File: config.mk
export PLATFORM = sky130hd
export DESIGN_NAME = shift_reg
export DESIGN_NICKNAME = d
export VERILOG_FILES = /design/src/rtl/shift_reg.sv
export SDC_FILE = /design/constraint.sdc
export NUM_CORES = 1
export LEC_CHECK = 0
export CAP_MARGIN = 10
export CORE_AREA = 2 2 40 42
export CTS_BUF_LIST = sky130_fd_sc_hd__clkbuf_4
export CTS_CLUSTER_DIAMETER = 150
export DETAILED_ROUTE_END_ITERATION = 8
export DIE_AREA = 0 0 42 44
export PLACE_DENSITY = 0.8
export SYNTH_ARGS = -nofsm -noshare
export SYNTH_HDL_FRONTEND = slang
export SYNTH_SLANG_ARGS = --single-unit
export TNS_END_PERCENT = 30
File: constraint.sdc
create_clock -name clk -period 3.45 [get_ports clk]
set_clock_uncertainty 0.15 [all_clocks]
set_input_delay 1.035 -clock clk [delete_from_list [all_inputs] [get_ports clk]]
set_output_delay 1.035 -clock clk [all_outputs]
set_load 0.005 [all_outputs]
File: src/rtl/shift_reg.sv
// shift_reg: parameterised shift register with parallel load, serial in/out,
// direction control and logical / arithmetic / rotate fill modes.
// Each bit is its own cell; the top computes the shared fill bit and wires
// neighbours so every cell only chooses between its left and right source.

module shift_reg_cell #(
  parameter logic RST_BIT = 1'b0
) (
  input  logic clk,
  input  logic rst_n,
  input  logic clr,
  input  logic load,
  input  logic par_bit,
  input  logic shift,
  input  logic dir,
  input  logic left_src,   // value this bit takes on a left shift
  input  logic right_src,  // value this bit takes on a right shift
  output logic q
);

  // One bit of state: clr beats load beats shift beats hold
  always_ff @(posedge clk or negedge rst_n) begin
    if (!rst_n)     q <= RST_BIT;
    else if (clr)   q <= 1'b0;
    else if (load)  q <= par_bit;
    else if (shift) q <= dir ? right_src : left_src;
  end

endmodule

module shift_reg #(
  parameter int               WIDTH       = 8,
  parameter logic [WIDTH-1:0] RESET_VALUE = '0
) (
  input  logic             clk,
  input  logic             rst_n,
  input  logic             clr,
  input  logic             load,
  input  logic [WIDTH-1:0] par_in,
  input  logic             en,
  input  logic             dir,
  input  logic [1:0]       mode,
  input  logic             ser_in,
  output logic [WIDTH-1:0] par_out,
  output logic             ser_out
);

  localparam logic [1:0] MODE_LOG = 2'b00;
  localparam logic [1:0] MODE_ARI = 2'b01;
  localparam logic [1:0] MODE_ROT = 2'b10;

  logic [WIDTH-1:0] q;
  logic             fill;
  logic             shift;
  logic             out_bit;

  // The reserved mode encoding freezes the register even with en high
  assign shift   = en & (mode != 2'b11);
  // Bit that leaves the register on the next shift in the current direction
  assign out_bit = dir ? q[0] : q[WIDTH-1];

  // Fill bit entering the vacated end; ser_in only matters in logical mode
  always_comb begin
    fill = 1'b0;
    case (mode)
      MODE_LOG: fill = ser_in;
      MODE_ARI: fill = dir ? q[WIDTH-1] : 1'b0;
      MODE_ROT: fill = out_bit;
      default:  fill = 1'b0;
    endcase
  end

  for (genvar gi = 0; gi < WIDTH; gi++) begin : g_bit
    logic lsrc;
    logic rsrc;
    if (gi == 0) begin : g_lo
      assign lsrc = fill;
    end else begin : g_lo
      assign lsrc = q[gi-1];
    end
    if (gi == WIDTH-1) begin : g_hi
      assign rsrc = fill;
    end else begin : g_hi
      assign rsrc = q[gi+1];
    end
    shift_reg_cell #(.RST_BIT(RESET_VALUE[gi])) u_cell (
      .clk       (clk),
      .rst_n     (rst_n),
      .clr       (clr),
      .load      (load),
      .par_bit   (par_in[gi]),
      .shift     (shift),
      .dir       (dir),
      .left_src  (lsrc),
      .right_src (rsrc),
      .q         (q[gi])
    );
  end

  assign par_out = q;
  assign ser_out = out_bit;

endmodule

==> results.json, run 1 <==
{
  "status": "finished clean",
  "horizontal_extent_of_the_die_um": 42,
  "p_leak_nw": 0.356,
  "num_rows": 14,
  "final_cell_count_no_fill": 95,
  "cts_tree": "done",
  "placement.cell_area_um2": 782,
  "detailedRoute.firstIterationViolations": 15,
  "drt-vias-per-instance": 5.42,
  "clkLatencyLatePin_ps": 260,
  "synth.ff_latch_count": 8,
  "drc": 0,
  "cap_viol_max_count": 0,
  "die-area_mm2": 0.00185,
  "route.antenna.remaining_nets": 0,
  "pre_cts_ws_ps": -31.2,
  "largestRegisters": "g_bit.u_cell.q (8)",
  "drt_first_pass_iters": 4,
  "timing.setup.tns_ps": 0,
  "avgSynthCellArea_um2": 9.64,
  "root_buffer": "sky130_fd_sc_hd__clkbuf_4",
  "hp-class": "flip-flop to flip-flop",
  "antenna_cells_inserted": 0,
  "area_growth_syn_to_layout_pct": 36.6,
  "path_class": "primary input to primary output",
  "nFillCells": 132,
  "syn-cell-area_um2": 588,
  "min_period_over_period": 0.955,
  "ctsHoldBuffers": 0,
  "clk_path_buf_depth": 2,
  "gr-total-overflow": 0,
  "dpl.hpwl_um": 918,
  "path_clk_slew_ps": 50,
  "core_area_mm2": 0.00142,
  "total_power_mw": 0.249,
  "largest_register": "g_bit.u_cell.q",
  "timing.critical_path.arrival_ps": 2110,
  "max_fanout_on_critical_path": 2,
  "post_route_cells_drive_above_1_share": 0.114,
  "grt_start_max_net_pins": 18,
  "setup_violations": 0,
  "postLayoutCoreUtil": 0.566,
  "finalInstanceArea_um2": 803,
  "drt-wirelength-per-cell_um": 13.5,
  "cts_buffers": 3,
  "setup_repair_after_global_routing_missed_its_margin": "false",
  "die-height_um": 44,
  "synth_cells": 61,
  "io_buffers": 25,
  "startpoint_class": "primary input",
  "worstSetupEndpointType": "primary output",
  "worst-endpoint-required_ps": 2260,
  "ys.warnings.count": 0,
  "initial_cell_density_of_the_core": 0.414,
  "first_global_vias": 438,
  "gp_congestion": 0.710,
  "max_slew.worst_pin.slew_ps": 562,
  "num_io_pins": 26,
  "timing.max_slew.rel_slack": 0.624,
  "postSynthNetCount": 78,
  "seq_area_frac_synth": 0.340,
  "power.density_mw_per_mm2": 310,
  "synth_largest_area_cell": "sky130_fd_sc_hd__dfrtp_1",
  "track_usage": 0.150,
  "final_net_count": 98,
  "clock.fmax_ghz": 0.303,
  "synth_area_leaders": "sky130_fd_sc_hd__dfrtp_1 (34%), sky130_fd_sc_hd__mux2i_1 (14%), sky130_fd_sc_hd__buf_4 (11%)",
  "power.ir.vdd_worst_v": 0.000203,
  "numClockSinks": 8,
  "finalWirelength_mm": 1.28,
  "yosys.area.top_type_share": 0.340,
  "post_cts_resized": 1,
  "finalHoldWorstSlack_ps": 425,
  "routed-via-count": 515,
  "largest_reg_flops": 8,
  "post_synth_num_cell_types": 21,
  "postLayoutSetupSlackWorst_ps": 155,
  "report.final.slew_viol_count": 0,
  "grt_first_pass_wirelength_mm": 1.97,
  "numPlacedInstances": 92,
  "layout_min_cycle_time_ps": 3300,
  "report.final.hold_viol_count": 0,
  "htree_levels": 1,
  "number_of_antenna_violations_at_the_first_check_in_global_routing": 0,
  "post-cts-setup-buffer-count": 0
}
==> cell usage in the layout, fill, tap and decap left out, types with 2 or more instances in the layout <==
cell	netlist	layout
sky130_fd_sc_hd__nand2_1	7	7
sky130_fd_sc_hd__a22o_1	6	6
sky130_fd_sc_hd__nand2b_1	2	2
sky130_fd_sc_hd__mux2i_1	8	8
sky130_fd_sc_hd__a21oi_1	2	2
sky130_fd_sc_hd__clkdlybuf4s50_1	0	24
sky130_fd_sc_hd__clkbuf_4	0	3
sky130_fd_sc_hd__dfrtp_1	8	8
sky130_fd_sc_hd__o21ai_0	6	6
==> cells in the mapped netlist <==
cell type                  count
sky130_fd_sc_hd__buf_2         1
sky130_fd_sc_hd__nand2_1       7
sky130_fd_sc_hd__buf_4         9
sky130_fd_sc_hd__a32o_2        1
sky130_fd_sc_hd__a21oi_1       2
sky130_fd_sc_hd__nand2b_1      2
sky130_fd_sc_hd__a22o_1        6
sky130_fd_sc_hd__o21ai_0       6
sky130_fd_sc_hd__a21oi_2       1
sky130_fd_sc_hd__nor2_2        1
sky130_fd_sc_hd__inv_1         1
sky130_fd_sc_hd__mux2i_1       8
sky130_fd_sc_hd__a32o_1        1
sky130_fd_sc_hd__dfrtp_1       8
sky130_fd_sc_hd__nor2b_4       1
sky130_fd_sc_hd__o31ai_1       1
sky130_fd_sc_hd__nand3_1       1
sky130_fd_sc_hd__buf_6         1
sky130_fd_sc_hd__mux2_2        1
sky130_fd_sc_hd__nand4b_1      1
sky130_fd_sc_hd__or3_1         1
==> worst max-delay path: stages <==
cell	delay [ps]
sky130_fd_sc_hd__clkdlybuf4s50_1	480
sky130_fd_sc_hd__mux2_2	330
sky130_fd_sc_hd__dlygate4sd2_1	260
==> path summary, 6_finish.rpt <==
| check | startpoint | slack (ps) | to | cells past startpoint |
|---|---|---|---|---|
| max in group asynchronous | rst_n | 1960 | g_bit[2].u_cell.q | 1 |
| worst min register to register | g_bit[3].u_cell.q | 430 | g_bit[3].u_cell.q | 1 |
| worst min-delay path | g_bit[3].u_cell.q | 430 | g_bit[3].u_cell.q | 1 |
| worst max register to register | g_bit[7].u_cell.q | 2180 | g_bit[7].u_cell.q | 4 |
| min in group asynchronous | rst_n | 920 | g_bit[6].u_cell.q | 1 |
| worst max-delay path | dir | 150 | ser_out | 3 |
==> logic make-up (layout without fill, tap and decap cells) <==
logic type	count (synthesis)	in the layout	share of synthesized area
simple gates	14	14	0.134
flops	8	8	0.340
buf+inv	12	30	0.149
compound gates	18	18	0.221
mux	9	9	0.155
==> per-layer routing <==
layer	wire, µm	share of wire	GRT usage
met1	544	0.42	0.182
met2	618	0.48	0.231
met3	120	0.093	0.0833
met4	0	0	0.0387
met5	0	0	0
==> area by class of cell <==
cell class | instances | area (µm²) | share of cell area
clock buffers | 3 | 22.5 | 0.0280
inverters | 1 | 3.75 | 0.00467
multi-input cells | 41 | 300 | 0.374
flip-flops and latches | 8 | 200 | 0.249
well taps | 16 | 20.0 | 0.0249
repair buffers | 26 | 256 | 0.319
==> where the power goes <==
group	total (mW)	switching (mW)	internal, mW
clock network	0.0735	0.0335	0.0399
registers	0.107	0.00762	0.0999
logic	0.0678	0.0252	0.0426
No activity file was read; power rests on OpenSTA's default activity.
==> inputs of run 2 (changes only) <==
--- a/constraint.sdc
+++ b/constraint.sdc
@@ -3,3 +3,3 @@
 set_input_delay 1.035 -clock clk [delete_from_list [all_inputs] [get_ports clk]]
 set_output_delay 1.035 -clock clk [all_outputs]
-set_load 0.005 [all_outputs]
+set_load 0.02 [all_outputs]
==> run 2 against run 1 <==
- fmax shrank 1.7%
- via count shrank 1.6%
- non-clock buffer count is the same
- final cell count is the same
- combinational power grew 12%
- clock power shrank 1%
- sequential share of layout area is the same
- core utilization is the same
- cell area is the same
- worst setup slack lost 56 ps
- power grew 3.0%
- register-to-register slack is essentially flat
==> results.json, run 2 (synthesis results as in run 1) <==
{
  "layout_min_cycle_time_ps": 3350,
  "core_area_mm2": 0.00142,
  "report.final.slew_viol_count": 0,
  "initial_cell_density_of_the_core": 0.414,
  "ctsHoldBuffers": 0,
  "htree_levels": 1,
  "largest_reg_flops": 8,
  "clkLatencyLatePin_ps": 250,
  "finalHoldWorstSlack_ps": 424,
  "status": "finished clean",
  "hp-class": "flip-flop to flip-flop",
  "p_leak_nw": 0.356,
  "timing.critical_path.cells": "clkdlybuf4s50_1 > mux2_2 > dlygate4sd2_1",
  "setup_repair_after_global_routing_missed_its_margin": "false",
  "worst-endpoint-required_ps": 2260,
  "grt_first_pass_wirelength_mm": 1.93,
  "largest_register": "g_bit.u_cell.q",
  "detailroute.wirelength.met2_um": 598,
  "die-height_um": 44,
  "path_class": "primary input to primary output",
  "crit_cells": 3,
  "timing.setup.tns_ps": 0,
  "die-area_mm2": 0.00185,
  "worstSetupEndpoint": "ser_out",
  "maxUsedRoutingLayer": "met3",
  "largestRegisters": "g_bit.u_cell.q (8)",
  "m1WireLength_um": 592,
  "area_growth_syn_to_layout_pct": 36.6,
  "path_clk_slew_ps": 60,
  "whs_path_depth": 1,
  "final_cell_mix": "sky130_fd_sc_hd__clkdlybuf4s50_1 (24), sky130_fd_sc_hd__mux2i_1 (8), sky130_fd_sc_hd__dfrtp_1 (8)",
  "num_io_pins": 26,
  "detailedRoute.firstIterationViolations": 13,
  "gr-total-overflow": 0,
  "r2r.worst_path.cells": 4,
  "drt_first_pass_iters": 4,
  "timing.critical_path.arrival_ps": 2170,
  "drt-vias-per-instance": 5.34,
  "root_buffer": "sky130_fd_sc_hd__clkbuf_4",
  "regToRegStartpoint": "g_bit[7].u_cell.q",
  "num_rows": 14,
  "setup_violations": 0,
  "met3RoutedLength_um": 83,
  "finalWirelength_mm": 1.27,
  "horizontal_extent_of_the_die_um": 42,
  "setup.worst_path.start": "dir",
  "power.ir.vdd_worst_v": 0.000211,
  "routed-via-count": 507,
  "worstSetupEndpointType": "primary output",
  "timing.max_slew.rel_slack": 0.632,
  "final_cell_count_no_fill": 95,
  "number_of_antenna_violations_at_the_first_check_in_global_routing": 0,
  "cts_buffers": 3,
  "crit-reg2reg-capture": "g_bit[7].u_cell.q",
  "most_common_library_cell_in_the_layout_ignoring_fill_and_taps": "sky130_fd_sc_hd__clkdlybuf4s50_1",
  "power.density_mw_per_mm2": 319,
  "min_period_over_period": 0.971,
  "clock.fmax_ghz": 0.298,
  "numPlacedInstances": 92,
  "clk_path_buf_depth": 2,
  "antenna_cells_inserted": 0,
  "max_slew.worst_pin.slew_ps": 550,
  "report.final.hold_viol_count": 0,
  "min_from": "g_bit[5].u_cell.q",
  "cp_slowest_cell": "sky130_fd_sc_hd__clkdlybuf4s50_1",
  "grt_start_max_net_pins": 18,
  "track_usage": 0.140,
  "cap_viol_max_count": 0,
  "ff2ff_setup_slack_ps": 2180,
  "timing.critical_path.slowest_cell_delay_ps": 480,
  "drc": 0,
  "io_buffers": 25,
  "critical_path.top_delay_family": "buffers and inverters",
  "gp_congestion": 0.711,
  "numClockSinks": 8,
  "post_route_cells_drive_above_1_share": 0.114,
  "cts_tree": "done",
  "startpoint_class": "primary input",
  "critical_path.n_buffers_inverters": 2,
  "first_global_vias": 449,
  "route.antenna.remaining_nets": 0,
  "final_net_count": 98,
  "max_fanout_on_critical_path": 2,
  "drt-wirelength-per-cell_um": 13.4
}
## run 2: cell counts in the layout (fill, tap and decap cells not counted)
Identical to the previous run, type by type.
## run 2: metal layers
metal | vias to the layer above | GRT usage
li1 | 249 | -
met1 | 236 | 0.168
met2 | 22 | 0.238
met3 | 0 | 0.0625
met4 | 0 | 0.0194
met5 | - | 0
## run 2: worst min-delay path by stage
stage,endpoint
2_1_floorplan,g_bit[2].u_cell.q
3_3_place_gp,g_bit[3].u_cell.q
3_5_place_dp,g_bit[3].u_cell.q
4_1_cts,g_bit[3].u_cell.q
5_1_grt,g_bit[1].u_cell.q
6_report,g_bit[5].u_cell.q
## run 2: cell type report
type / instances / area, µm²
clock buffers: 3 / 22.5
inverters: 1 / 3.75
fillers: 130 / 616
flip-flops and latches: 8 / 200
well taps: 16 / 20.0
multi-input cells: 41 / 300
repair buffers: 26 / 256
## run 2: what timing repair did
action	in CTS	in global routing
hold endpoints to repair	0	0
setup buffers	0	0
endpoints found under the setup margin	1	0
gates resized for setup	1	0
## run 2: power breakdown
part	internal, mW	switching, mW
combinational	0.0428	0.0334
clock	0.0399	0.0327
sequential	0.0999	0.00753
total	0.183	0.0737
## run 2: stage by stage
step | instance area (µm²) | utilization | setup slack (ps) | power [mW]
2_1_floorplan | 588 | - | 676 | 0.153
3_3_place_gp | 782 | 0.551 | -118 | 0.185
3_5_place_dp | 782 | 0.551 | -120 | 0.186
4_1_cts | 803 | 0.566 | 94.7 | 0.258
5_1_grt | 803 | 0.566 | 67.7 | 0.271
6_report | 803 | 0.566 | 98.6 | 0.256
==> inputs of run 3 (changes only) <==
- PLACE_DENSITY: 0.8 -> 0.82
==> run 3 against run 2 <==
- count of clock-buffer cells in the layout stayed put
- core utilization stayed put
- sequential share of layout area stayed put
- critical endpoint unchanged
==> results.json, run 3 (synthesis results as in run 1) <==
{
  "status": "finished clean",
  "area_growth_syn_to_layout_pct": 36.6,
  "power_frac_comb": 0.296,
  "largest_reg_flops": 8,
  "first_global_vias": 457,
  "cts_tree": "done",
  "ctsHoldBuffers": 0,
  "largestRegisters": "g_bit.u_cell.q (8)",
  "drt-vias-per-instance": 5.48,
  "number_of_antenna_violations_at_the_first_check_in_global_routing": 0,
  "timing.critical_path.slowest_cell_delay_ps": 480,
  "power.ir.vdd_worst_v": 0.000177,
  "numPlacedInstances": 92,
  "final_cell_mix": "sky130_fd_sc_hd__clkdlybuf4s50_1 (24), sky130_fd_sc_hd__mux2i_1 (8), sky130_fd_sc_hd__dfrtp_1 (8)",
  "placement.cell_area_um2": 782,
  "horizontal_extent_of_the_die_um": 42,
  "drt-wirelength-per-cell_um": 13.8,
  "timing.critical_path.arrival_ps": 2160,
  "final_cell_count_no_fill": 95,
  "min_from": "g_bit[2].u_cell.q",
  "route.antenna.remaining_nets": 0,
  "track_usage": 0.160,
  "finalInstanceArea_um2": 803,
  "setup_repair_after_global_routing_missed_its_margin": "false",
  "path_class": "primary input to primary output",
  "timing.max_slew.rel_slack": 0.636,
  "timing.critical_path.cells": "clkdlybuf4s50_1 > mux2_2 > dlygate4sd2_1",
  "grt_start_max_net_pins": 18,
  "core_area_mm2": 0.00142,
  "max_fanout_on_critical_path": 2,
  "cts_buffers": 3,
  "min_period_over_period": 0.969,
  "p_leak_nw": 0.356,
  "sw_frac_of_total": 0.290,
  "clock.fmax_ghz": 0.299,
  "ff2ff_setup_slack_ps": 2170,
  "gr-total-overflow": 0,
  "power.density_mw_per_mm2": 320,
  "clk_path_buf_depth": 2,
  "grt_first_pass_wirelength_mm": 2.08,
  "pre_cts_ws_ps": -115,
  "num_rows": 14,
  "die-height_um": 44,
  "power_frac_clock": 0.287,
  "path_clk_slew_ps": 50,
  "whs_path_depth": 1,
  "regToRegStartpoint": "g_bit[7].u_cell.q",
  "crit-reg2reg-capture": "g_bit[7].u_cell.q",
  "worstSetupEndpointType": "primary output",
  "critical_path.n_buffers_inverters": 2,
  "numClockSinks": 8,
  "antenna_cells_inserted": 0,
  "timing.setup.tns_ps": 0,
  "initial_cell_density_of_the_core": 0.414,
  "cap_viol_max_count": 0,
  "finalHoldWorstSlack_ps": 421,
  "finalWirelength_mm": 1.31,
  "startpoint_class": "primary input",
  "postLayoutSetupSlackWorst_ps": 106,
  "max_slew.worst_pin.slew_ps": 545,
  "most_common_library_cell_in_the_layout_ignoring_fill_and_taps": "sky130_fd_sc_hd__clkdlybuf4s50_1",
  "r2r.worst_path.cells": 4,
  "drc": 0,
  "holdPathEnd": "g_bit[2].u_cell.q",
  "dpl.hpwl_um": 958,
  "htree_levels": 1,
  "io_buffers": 25,
  "report.final.hold_viol_count": 0,
  "layout_min_cycle_time_ps": 3340,
  "die-area_mm2": 0.00185,
  "report.final.slew_viol_count": 0,
  "largest_register": "g_bit.u_cell.q",
  "num_io_pins": 26,
  "final_net_count": 98,
  "post_route_cells_drive_above_1_share": 0.114,
  "hp-class": "flip-flop to flip-flop",
  "routed-via-count": 521,
  "critical_path.top_delay_family": "buffers and inverters",
  "nFillCells": 125,
  "internal_power_mw": 0.183,
  "setup_violations": 0,
  "worst-endpoint-required_ps": 2260,
  "gp_congestion": 0.744,
  "root_buffer": "sky130_fd_sc_hd__clkbuf_4",
  "clkLatencyLatePin_ps": 260,
  "drt_first_pass_iters": 4,
  "cp_slowest_cell": "sky130_fd_sc_hd__clkdlybuf4s50_1",
  "p_sw_mw": 0.0745,
  "detailedRoute.firstIterationViolations": 7,
  "seqPwrFrac": 0.417
}
[run 3: cell counts in the layout (fill, tap and decap cells not counted)]
No cell type changed its count.
[run 3: timing repair]
action,in CTS,in global routing
setup endpoints to repair,1,0
gates resized for setup,1,0
buffers inserted,0,0
[run 3: area by class of cell]
type	instances	area [µm²]	area share
Sequential cell	8	200	0.249
Inverter	1	3.75	0.00467
Timing Repair Buffer	26	256	0.319
Tap cell	16	20.0	0.0249
Multi-Input combinational cell	41	300	0.374
Clock buffer	3	22.5	0.0280
[run 3: layer usage]
metal / global-route usage / share of wire / vias to the layer above
met4: 0.0774 / 0.014 / 0
li1: - / - / 251
met5: 0 / 0 / -
met1: 0.164 / 0.41 / 243
met2: 0.269 / 0.50 / 23
met3: 0.0833 / 0.079 / 4
[run 3: worst max-delay path by stage]
stage                     from      end  slack (ps)  cells past startpoint
after floorplan            dir  ser_out         680                      2
after global placement     dir  ser_out        -110                      3
after detailed placement   dir  ser_out        -120                      3
after CTS                  dir  ser_out         100                      3
after global routing       dir  ser_out          70                      3
final                      dir  ser_out         110                      3
[run 3: through the flow]
step	total power, mW	utilization
after CTS	0.261	0.566
final	0.257	0.566
after floorplan	0.153	-
after detailed placement	0.186	0.551
after global placement	0.185	0.551
after global routing	0.274	0.566
[run 3: power groups by stage]
stage / registers (mW) / clock network, mW / logic, mW
6_report: 0.107 / 0.0738 / 0.0760
3_5_place_dp: 0.109 / 0 / 0.0770
2_1_floorplan: 0.107 / 0 / 0.0469
4_1_cts: 0.107 / 0.0774 / 0.0766
3_3_place_gp: 0.109 / 0 / 0.0762
5_1_grt: 0.108 / 0.0842 / 0.0813
